### config.mk
export PLATFORM = sky130hd
export DESIGN_NAME = ctrl_pipe_sequencer_flat
export DESIGN_NICKNAME = d
export VERILOG_FILES = /design/src/rtl/ctrl_pipe_sequencer_if.sv /design/src/rtl/ctrl_pipe_sequencer.sv /design/src/flat_wrapper.sv
export SDC_FILE = /design/constraint.sdc
export NUM_CORES = 1
export LEC_CHECK = 0
export CORE_ASPECT_RATIO = 1.75
export CORE_UTILIZATION = 40
export CTS_BUF_LIST = sky130_fd_sc_hd__clkbuf_8
export DETAILED_ROUTE_END_ITERATION = 7
export HOLD_SLACK_MARGIN = 0.12
export PLACE_DENSITY = 0.8
export SYNTH_ARGS = -nofsm -noshare
export SYNTH_HDL_FRONTEND = slang
export SYNTH_SLANG_ARGS = --single-unit
### constraint.sdc
create_clock -name clk -period 5 [get_ports clk]
set_input_delay 1 -clock clk [delete_from_list [all_inputs] [get_ports clk]]
set_output_delay 1 -clock clk [all_outputs]
set_load 0.01 [all_outputs]
### src/rtl/ctrl_pipe_sequencer_if.sv
// ID-side decode inputs and EX/MEM/WB control outputs of the pipeline control sequencer.
interface ctrl_pipe_sequencer_if #(
    parameter int unsigned REG_ADDR_W = 5
);
    localparam int unsigned CTRL_W = 14;

    logic                  id_valid;
    logic [REG_ADDR_W-1:0] id_rs1;
    logic [REG_ADDR_W-1:0] id_rs2;
    logic [REG_ADDR_W-1:0] id_rd;
    logic                  id_use_rs1;
    logic                  id_use_rs2;
    logic [CTRL_W-1:0]     id_ctrl;
    logic                  id_reg_write;
    logic                  ex_branch_taken;
    logic                  hold;

    logic [CTRL_W-1:0]     ex_ctrl;
    logic [REG_ADDR_W-1:0] ex_rd;
    logic [REG_ADDR_W-1:0] ex_rs1;
    logic [REG_ADDR_W-1:0] ex_rs2;
    logic [1:0]            fwd_rs1_sel;
    logic [1:0]            fwd_rs2_sel;
    logic                  mem_dm_read;
    logic                  mem_dm_write;
    logic                  mem_rd_sel;
    logic [REG_ADDR_W-1:0] mem_rd;
    logic                  wb_data_sel;
    logic [REG_ADDR_W-1:0] wb_rd;
    logic                  wb_reg_write;
    logic                  stall_if_id;
    logic                  flush_if_id;
    logic                  pc_redirect;

    modport master (
        output id_valid, id_rs1, id_rs2, id_rd, id_use_rs1, id_use_rs2,
               id_ctrl, id_reg_write, ex_branch_taken, hold,
        input  ex_ctrl, ex_rd, ex_rs1, ex_rs2, fwd_rs1_sel, fwd_rs2_sel,
               mem_dm_read, mem_dm_write, mem_rd_sel, mem_rd, wb_data_sel,
               wb_rd, wb_reg_write, stall_if_id, flush_if_id, pc_redirect
    );

    modport slave (
        input  id_valid, id_rs1, id_rs2, id_rd, id_use_rs1, id_use_rs2,
               id_ctrl, id_reg_write, ex_branch_taken, hold,
        output ex_ctrl, ex_rd, ex_rs1, ex_rs2, fwd_rs1_sel, fwd_rs2_sel,
               mem_dm_read, mem_dm_write, mem_rd_sel, mem_rd, wb_data_sel,
               wb_rd, wb_reg_write, stall_if_id, flush_if_id, pc_redirect
    );
endinterface

### src/rtl/ctrl_pipe_sequencer.sv
// Carries decoded control through EX/MEM/WB, resolving redirects, load-use stalls and forwarding.
module ctrl_pipe_sequencer #(
    parameter int unsigned REG_ADDR_W   = 5,
    parameter logic [2:0]  BUBBLE_ALUOP = 3'b010
) (
    input logic                 clk,
    input logic                 rst_n,
    ctrl_pipe_sequencer_if.slave bus
);
    localparam int unsigned CTRL_W     = 14;
    localparam int unsigned BR_LO      = 4;
    localparam int unsigned MEM_RD_BIT = 3;
    localparam int unsigned DM_RD_BIT  = 2;
    localparam int unsigned DM_WR_BIT  = 1;
    localparam int unsigned WB_SEL_BIT = 0;
    localparam logic [1:0]  BR_JAL     = 2'b01;
    localparam logic [1:0]  BR_B       = 2'b10;
    localparam logic [1:0]  BR_J       = 2'b11;

    typedef struct packed {
        logic                  valid;
        logic [CTRL_W-1:0]     ctrl;
        logic                  reg_write;
        logic [REG_ADDR_W-1:0] rd;
        logic [REG_ADDR_W-1:0] rs1;
        logic [REG_ADDR_W-1:0] rs2;
    } ex_stage_t;

    typedef struct packed {
        logic                  valid;
        logic                  rd_sel;
        logic                  dm_read;
        logic                  dm_write;
        logic                  wb_sel;
        logic                  reg_write;
        logic [REG_ADDR_W-1:0] rd;
    } mem_stage_t;

    typedef struct packed {
        logic                  valid;
        logic                  wb_sel;
        logic                  reg_write;
        logic [REG_ADDR_W-1:0] rd;
    } wb_stage_t;

    localparam ex_stage_t EX_BUBBLE = '{
        valid: 1'b0, ctrl: {BUBBLE_ALUOP, 11'b0}, reg_write: 1'b0,
        rd: '0, rs1: '0, rs2: '0
    };

    ex_stage_t  ex_q,  ex_d;
    mem_stage_t mem_q, mem_d;
    wb_stage_t  wb_q,  wb_d;

    logic [1:0] ex_branch;
    logic       redirect_req;
    logic       redirect;
    logic       load_use;
    logic       mem_hit_rs1, mem_hit_rs2, wb_hit_rs1, wb_hit_rs2;
    logic       mem_fwd_ok, wb_fwd_ok;

    // Hazard detection against the instruction currently in EX
    assign ex_branch    = ex_q.ctrl[BR_LO +: 2];
    assign redirect_req = ex_q.valid & ((ex_branch == BR_JAL) | (ex_branch == BR_J) |
                                        ((ex_branch == BR_B) & bus.ex_branch_taken));
    assign redirect     = redirect_req & ~bus.hold;
    assign load_use     = ex_q.valid & ex_q.ctrl[DM_RD_BIT] & (ex_q.rd != '0) & bus.id_valid &
                          ((bus.id_use_rs1 & (bus.id_rs1 == ex_q.rd)) |
                           (bus.id_use_rs2 & (bus.id_rs2 == ex_q.rd)));

    // A load still in MEM has no data yet, so it is excluded as a source
    assign mem_fwd_ok  = mem_q.valid & mem_q.reg_write & ~mem_q.dm_read & (mem_q.rd != '0);
    assign wb_fwd_ok   = wb_q.valid & wb_q.reg_write & (wb_q.rd != '0);
    assign mem_hit_rs1 = mem_fwd_ok & (mem_q.rd == ex_q.rs1);
    assign mem_hit_rs2 = mem_fwd_ok & (mem_q.rd == ex_q.rs2);
    assign wb_hit_rs1  = wb_fwd_ok & (wb_q.rd == ex_q.rs1);
    assign wb_hit_rs2  = wb_fwd_ok & (wb_q.rd == ex_q.rs2);

    always_comb begin
        ex_d  = ex_q;
        mem_d = mem_q;
        wb_d  = wb_q;
        if (!bus.hold) begin
            wb_d = '{valid: mem_q.valid, wb_sel: mem_q.wb_sel,
                     reg_write: mem_q.reg_write, rd: mem_q.rd};
            mem_d = '{valid:     ex_q.valid,
                      rd_sel:    ex_q.ctrl[MEM_RD_BIT],
                      dm_read:   ex_q.ctrl[DM_RD_BIT],
                      dm_write:  ex_q.ctrl[DM_WR_BIT],
                      wb_sel:    ex_q.ctrl[WB_SEL_BIT],
                      reg_write: ex_q.reg_write,
                      rd:        ex_q.rd};
            if (redirect || load_use || !bus.id_valid) begin
                ex_d = EX_BUBBLE;
            end else begin
                ex_d = '{valid: 1'b1, ctrl: bus.id_ctrl, reg_write: bus.id_reg_write,
                         rd: bus.id_rd, rs1: bus.id_rs1, rs2: bus.id_rs2};
            end
        end
    end

    always_ff @(posedge clk or negedge rst_n) begin
        if (!rst_n) begin
            ex_q  <= EX_BUBBLE;
            mem_q <= '0;
            wb_q  <= '0;
        end else begin
            ex_q  <= ex_d;
            mem_q <= mem_d;
            wb_q  <= wb_d;
        end
    end

    assign bus.ex_ctrl      = ex_q.ctrl;
    assign bus.ex_rd        = ex_q.rd;
    assign bus.ex_rs1       = ex_q.rs1;
    assign bus.ex_rs2       = ex_q.rs2;
    assign bus.fwd_rs1_sel  = mem_hit_rs1 ? 2'b01 : (wb_hit_rs1 ? 2'b10 : 2'b00);
    assign bus.fwd_rs2_sel  = mem_hit_rs2 ? 2'b01 : (wb_hit_rs2 ? 2'b10 : 2'b00);
    assign bus.mem_dm_read  = mem_q.valid & mem_q.dm_read;
    assign bus.mem_dm_write = mem_q.valid & mem_q.dm_write;
    assign bus.mem_rd_sel   = mem_q.rd_sel;
    assign bus.mem_rd       = mem_q.rd;
    assign bus.wb_data_sel  = wb_q.wb_sel;
    assign bus.wb_rd        = wb_q.rd;
    assign bus.wb_reg_write = wb_fwd_ok;
    assign bus.pc_redirect  = redirect;
    assign bus.flush_if_id  = redirect;
    assign bus.stall_if_id  = bus.hold | (load_use & ~redirect_req);
endmodule

### src/flat_wrapper.sv
// flat-port wrapper written by rule: the top's interface ports become plain ports
module ctrl_pipe_sequencer_flat 
#(
    parameter int unsigned REG_ADDR_W   = 5,
    parameter logic [2:0]  BUBBLE_ALUOP = 3'b010
)
  (clk, rst_n, bus_id_valid, bus_id_rs1, bus_id_rs2, bus_id_rd, bus_id_use_rs1, bus_id_use_rs2, bus_id_ctrl, bus_id_reg_write, bus_ex_branch_taken, bus_hold, bus_ex_ctrl, bus_ex_rd, bus_ex_rs1, bus_ex_rs2, bus_fwd_rs1_sel, bus_fwd_rs2_sel, bus_mem_dm_read, bus_mem_dm_write, bus_mem_rd_sel, bus_mem_rd, bus_wb_data_sel, bus_wb_rd, bus_wb_reg_write, bus_stall_if_id, bus_flush_if_id, bus_pc_redirect);
  ctrl_pipe_sequencer_if #(.REG_ADDR_W(REG_ADDR_W)) bus_i ();
  input logic clk;
  input logic rst_n;
  input wire logic [$bits(bus_i.id_valid)-1:0] bus_id_valid;
  input wire logic [$bits(bus_i.id_rs1)-1:0] bus_id_rs1;
  input wire logic [$bits(bus_i.id_rs2)-1:0] bus_id_rs2;
  input wire logic [$bits(bus_i.id_rd)-1:0] bus_id_rd;
  input wire logic [$bits(bus_i.id_use_rs1)-1:0] bus_id_use_rs1;
  input wire logic [$bits(bus_i.id_use_rs2)-1:0] bus_id_use_rs2;
  input wire logic [$bits(bus_i.id_ctrl)-1:0] bus_id_ctrl;
  input wire logic [$bits(bus_i.id_reg_write)-1:0] bus_id_reg_write;
  input wire logic [$bits(bus_i.ex_branch_taken)-1:0] bus_ex_branch_taken;
  input wire logic [$bits(bus_i.hold)-1:0] bus_hold;
  output wire logic [$bits(bus_i.ex_ctrl)-1:0] bus_ex_ctrl;
  output wire logic [$bits(bus_i.ex_rd)-1:0] bus_ex_rd;
  output wire logic [$bits(bus_i.ex_rs1)-1:0] bus_ex_rs1;
  output wire logic [$bits(bus_i.ex_rs2)-1:0] bus_ex_rs2;
  output wire logic [$bits(bus_i.fwd_rs1_sel)-1:0] bus_fwd_rs1_sel;
  output wire logic [$bits(bus_i.fwd_rs2_sel)-1:0] bus_fwd_rs2_sel;
  output wire logic [$bits(bus_i.mem_dm_read)-1:0] bus_mem_dm_read;
  output wire logic [$bits(bus_i.mem_dm_write)-1:0] bus_mem_dm_write;
  output wire logic [$bits(bus_i.mem_rd_sel)-1:0] bus_mem_rd_sel;
  output wire logic [$bits(bus_i.mem_rd)-1:0] bus_mem_rd;
  output wire logic [$bits(bus_i.wb_data_sel)-1:0] bus_wb_data_sel;
  output wire logic [$bits(bus_i.wb_rd)-1:0] bus_wb_rd;
  output wire logic [$bits(bus_i.wb_reg_write)-1:0] bus_wb_reg_write;
  output wire logic [$bits(bus_i.stall_if_id)-1:0] bus_stall_if_id;
  output wire logic [$bits(bus_i.flush_if_id)-1:0] bus_flush_if_id;
  output wire logic [$bits(bus_i.pc_redirect)-1:0] bus_pc_redirect;
  assign bus_i.id_valid = bus_id_valid;
  assign bus_i.id_rs1 = bus_id_rs1;
  assign bus_i.id_rs2 = bus_id_rs2;
  assign bus_i.id_rd = bus_id_rd;
  assign bus_i.id_use_rs1 = bus_id_use_rs1;
  assign bus_i.id_use_rs2 = bus_id_use_rs2;
  assign bus_i.id_ctrl = bus_id_ctrl;
  assign bus_i.id_reg_write = bus_id_reg_write;
  assign bus_i.ex_branch_taken = bus_ex_branch_taken;
  assign bus_i.hold = bus_hold;
  assign bus_ex_ctrl = bus_i.ex_ctrl;
  assign bus_ex_rd = bus_i.ex_rd;
  assign bus_ex_rs1 = bus_i.ex_rs1;
  assign bus_ex_rs2 = bus_i.ex_rs2;
  assign bus_fwd_rs1_sel = bus_i.fwd_rs1_sel;
  assign bus_fwd_rs2_sel = bus_i.fwd_rs2_sel;
  assign bus_mem_dm_read = bus_i.mem_dm_read;
  assign bus_mem_dm_write = bus_i.mem_dm_write;
  assign bus_mem_rd_sel = bus_i.mem_rd_sel;
  assign bus_mem_rd = bus_i.mem_rd;
  assign bus_wb_data_sel = bus_i.wb_data_sel;
  assign bus_wb_rd = bus_i.wb_rd;
  assign bus_wb_reg_write = bus_i.wb_reg_write;
  assign bus_stall_if_id = bus_i.stall_if_id;
  assign bus_flush_if_id = bus_i.flush_if_id;
  assign bus_pc_redirect = bus_i.pc_redirect;
  ctrl_pipe_sequencer #(.REG_ADDR_W(REG_ADDR_W), .BUBBLE_ALUOP(BUBBLE_ALUOP)) u_core (.clk(clk), .rst_n(rst_n), .bus(bus_i));
endmodule
* Word level (Yosys, flattened, before mapping)
Index checks and enable logic that the tools add are counted.
** Operators by class
- Multiply operators :: 0
- Eq/ne operators :: 9
- Shift-type cells :: 0
- Bitwise gates (word level) :: 28
- $add $sub $neg :: 0
- Order comparisons :: 0
- Mux-type cells :: 5
- Reduce and logical (&&, ||, !) cells :: 6
- Divide/modulo/power cells :: 0
** Operator list (number)
- $mux W31 :: 1
- $eq A5 B5 Y1 :: 6
- $and A1 B1 Y1 :: 21
- $reduce_bool A5 Y1 :: 3
- $mux W2 :: 4
- $eq A2 B2 Y1 const B :: 2
- $or A1 B1 Y1 :: 4
- $not A1 Y1 :: 3
- $eq A2 B1 Y1 const B :: 1
- $logic_or A1 B1 Y1 :: 2
- $logic_not A1 Y1 :: 1
** Storage, ports and cells
- ROM bits :: 0
- Word-level logic and storage cells :: 65
- Flip-flop bits (word level) :: 50
- Memories :: 0
- Bits in latches :: 0
- Memory bits (writable) :: 0
- Input bits :: 37

* Depth between registers and ports, before layout
- Word-level depth :: 8
- Gate-level depth with buffers :: 6

* Worst setup path before layout
OpenSTA, ideal clock, no wires.
- Path kind :: input-to-output
- From :: input bus_id_rs1[1]
- To :: output bus_stall_if_id
- Stages :: 5
- Arrival :: 1.964 ns
- Path slack :: 2.036 ns
- Required time :: 4.000 ns
- Cell sequence :: xnor2_1 nand4_1 o22ai_1 buf_2 a21o_1
** Between the ends
- Word-level cells in the longest chain between the ends :: 6
** RTL lines
- start: declaration :: RTL line flat_wrapper.sv:12 : input wire logic [$bits(bus_i.id_rs1)-1:0] bus_id_rs1;
- $eq A5 B5 Y1 :: RTL line ctrl_pipe_sequencer.sv:68 : ((bus.id_use_rs1 & (bus.id_rs1 == ex_q.rd)) |
- $and A1 B1 Y1 :: RTL line ctrl_pipe_sequencer.sv:68
- $or A1 B1 Y1 :: RTL line ctrl_pipe_sequencer.sv:68
- $and A1 B1 Y1 :: RTL line ctrl_pipe_sequencer.sv:67 : assign load_use = ex_q.valid & ex_q.ctrl[DM_RD_BIT] & (ex_q.rd != '0) & bus.id_valid &
- $and A1 B1 Y1 :: RTL line ctrl_pipe_sequencer.sv:129 : assign bus.stall_if_id = bus.hold | (load_use & ~redirect_req);
- $or A1 B1 Y1 :: RTL line ctrl_pipe_sequencer.sv:129
- end: declaration :: RTL line flat_wrapper.sv:34 : output wire logic [$bits(bus_i.stall_if_id)-1:0] bus_stall_if_id;
Every way passes these cells.

* Worst setup path in the final report
- From :: input bus_id_valid
- To :: output bus_stall_if_id
** Between the ends
- Word-level cells in the longest chain between the ends :: 4
** RTL lines
- start: declaration :: RTL line flat_wrapper.sv:11 : input wire logic [$bits(bus_i.id_valid)-1:0] bus_id_valid;
- $and A1 B1 Y1 (2 in a row) :: RTL line ctrl_pipe_sequencer.sv:67
- $and A1 B1 Y1 :: RTL line ctrl_pipe_sequencer.sv:129
- $or A1 B1 Y1 :: RTL line ctrl_pipe_sequencer.sv:129
Every way passes these cells.

==> metrics <==
outcome finished clean; Clock transition at path regs 0.09 ns; Critical Path RT 4.00 ns; maximum vdd drop around 320 uV; worst-path fanout max 32; sequential area share after synthesis 0.421; CP Capture Type output pin; power per cell area 365 nW/um^2; max_cap viols 0; Setup Viol. Count Final 0; first-pass GRT wire length 11300 um; PostCTS Resize Cnt 0; clk root buf clkbuf_8; fin. max-slew vios 0; Post-Syn Area 2980 sq um; Startpoint Class input pin; GRT Resource Usage Total 0.196; H-tree level count 2; Max clock buf depth 2; die height ~120 um; worst min-delay path startpoint u_core.bus.ex_ctrl[7]; core area about 7000 sq um; Synth Instances 284; Seq cells post-synth 50; area of the multi-input gates 1310 sq um; Design Area, Final 3680 sq um; pin count of the biggest net entering global routing 51; setup TNS 0 ns; vias in the first global route approximately 2200; layout cell share with drive strength beyond 1 0.173; Fin. Hold Viols 0; ANT cells 0; RSZ-0062 raised after global routing false; vias approximately 2300; DP Worst Slack between 1 and 1.5 ns; routed wire length 7140 um; Final min period 3.91 ns; Worst Path Arrival between 2 and 3 ns; vias per cell 5.60; CP Launch Point bus_id_valid; Nets 359; Hold Path Cell Cnt 2; die area 7810 sq um; hpwl dp roughly 5100 um; static leakage 0.00145 uW; Ys Warns 0; most frequent CP cell clkdlybuf4s50_1; cts hold-fix bufs 0; Max transition margin 0.412; Slew @ Worst Pin 0.881 ns; Placer Congestion 0.772; area share of the largest cell type after synthesis 0.412; hold crit path type register to register; Post-Syn Nets between 300 and 400; setup slack after layout 1.09 ns; initial core utilization 0.415; Placement Cell Area 3580 sq um; Power, Total 1340 uW; mean area per synthesized cell 10.5 sq um; Synth cell types 33; clk sinks 50; Final Cycle Share 0.782; worst r2r src u_core.bus.ex_rd[0]; CP peak stage delay 0.53 ns; initial antenna violation count 0; post-synth top area cell dfrtp_1; Setup Fix Bufs, Post-CTS 0; CTS tree built; clk_skew 0.0101 ns; TritonCTS buffer count 5; I/O Pins 88; f_max 256 MHz; most common cell after layout, fill and taps aside clkdlybuf4s50_1; DRC 0; worst r2r path cells 4; average routed wire per standard cell 17.5 um; row count 41; FILL cells between 600 and 700; TritonRoute pass-1 iters 4; top cells by area, synth dfrtp_1 41%, buf_4 11%, a32oi_1 8.8%; Worst path top cell family by delay buffers and inverters; latest clock arrival within the worst-skew pair 0.31 ns; Cell Chain, Critical Path clkdlybuf4s50_1 > o2111ai_4 > nor2_1 > a21o_1 > clkdlybuf4s50_1; Die Width 67.2 um; Crit Path Class input pin to output pin; Worst path slowest cell clkdlybuf4s50_1; most frequent cells in the layout 85 x clkdlybuf4s50_1, 49 x dfrtp_1, 31 x nand2_1; 1st-iter DRT viols 106; grt ovf 0; CP Depth 5; Buf/Inv on CP 2; Seq. cell area 1250 sq um; area delta synth->final 23.7%; port bufs between 80 and 90; Hold WS 0.504 ns; remaining antenna violation count 0
-- final timing paths --
| kind | to | slack, ns |
|---|---|---|
| worst max-delay path | bus_stall_if_id | 1.09 |
| worst min-delay path | u_core.bus.ex_ctrl[7] | 0.50 |
| worst max register to register | u_core.bus.ex_rs2[3] | 2.74 |
| worst min register to register | u_core.bus.ex_ctrl[7] | 0.50 |
| max in group asynchronous | u_core.bus.mem_rd[2] | 3.77 |
| min in group asynchronous | u_core.bus.mem_rd[4] | 0.79 |
-- report_power, final --
group,internal (uW),switching (uW),total [uW]
combinational,273,193,466
clock,147,134,282
sequential,485,112,597
-- layout make-up --
cell class / instances / share of cell area
multi-input combinational: 169 / 0.354
sequential: 50 / 0.340
clock buffer: 5 / 0.0187
timing repair buffer: 91 / 0.242
clock inverter: 3 / 0.0109
inverter: 5 / 0.00509
tap: 86 / 0.0292
-- flip-flops by register name, indices dropped and copies added (netlist names), 5 cells and up --
| signal | cells |
|---|---|
| u_core.bus.ex_ctrl | 14 |
| u_core.bus.ex_rd | 5 |
| u_core.bus.ex_rs1 | 5 |
| u_core.bus.ex_rs2 | 5 |
| u_core.bus.mem_rd | 5 |
| u_core.bus.wb_rd | 5 |
| u_core.mem_q | 5 |
-- logic make-up after synthesis --
group,count (synthesis),share of synthesized area
multiplexers,19,0.0719
XOR/XNOR,30,0.0882
flip-flops,50,0.421
AO/OA/AOI/OAI,69,0.191
AND/OR/NAND/NOR,51,0.0802
buffers and inverters,65,0.148
-- worst min-delay path, stage by stage (launching register included) --
cell     delay [ns]
dfrtp_1        0.36
a32oi_1        0.05
o21ai_1        0.06
-- cells in the mapped netlist, drive strengths merged --
cell type / n
buf: 52
dfrtp: 49
nand2: 31
a32oi: 30
o21ai: 30
xnor2: 20
mux2: 19
xor2: 10
clkbuf: 8
inv: 5
nand3: 4
nor3: 4
or4: 3
a21o: 2
and2: 2
nand4: 2
nor4: 2
o2111ai: 2
a21oi: 1
a22oi: 1
and3b: 1
dfstp: 1
nand2b: 1
nor2: 1
o211ai: 1
o22ai: 1
o31a: 1
-- stage by stage --
stage | std cells | util
finish | 409 | 0.513
global route | 409 | 0.513
detailed placement | 401 | 0.498
floorplan | 284 | -
CTS | 409 | 0.513
global placement | 401 | 0.498
-- layer usage --
layer,vias up,share of wire,track usage
li1,1054,-,-
met5,-,0,0
met3,23,0.041,0.0264
met1,1124,0.37,0.233
met4,0,0.044,0.115
met2,89,0.54,0.331
No activity file was read; power rests on OpenSTA's default activity.
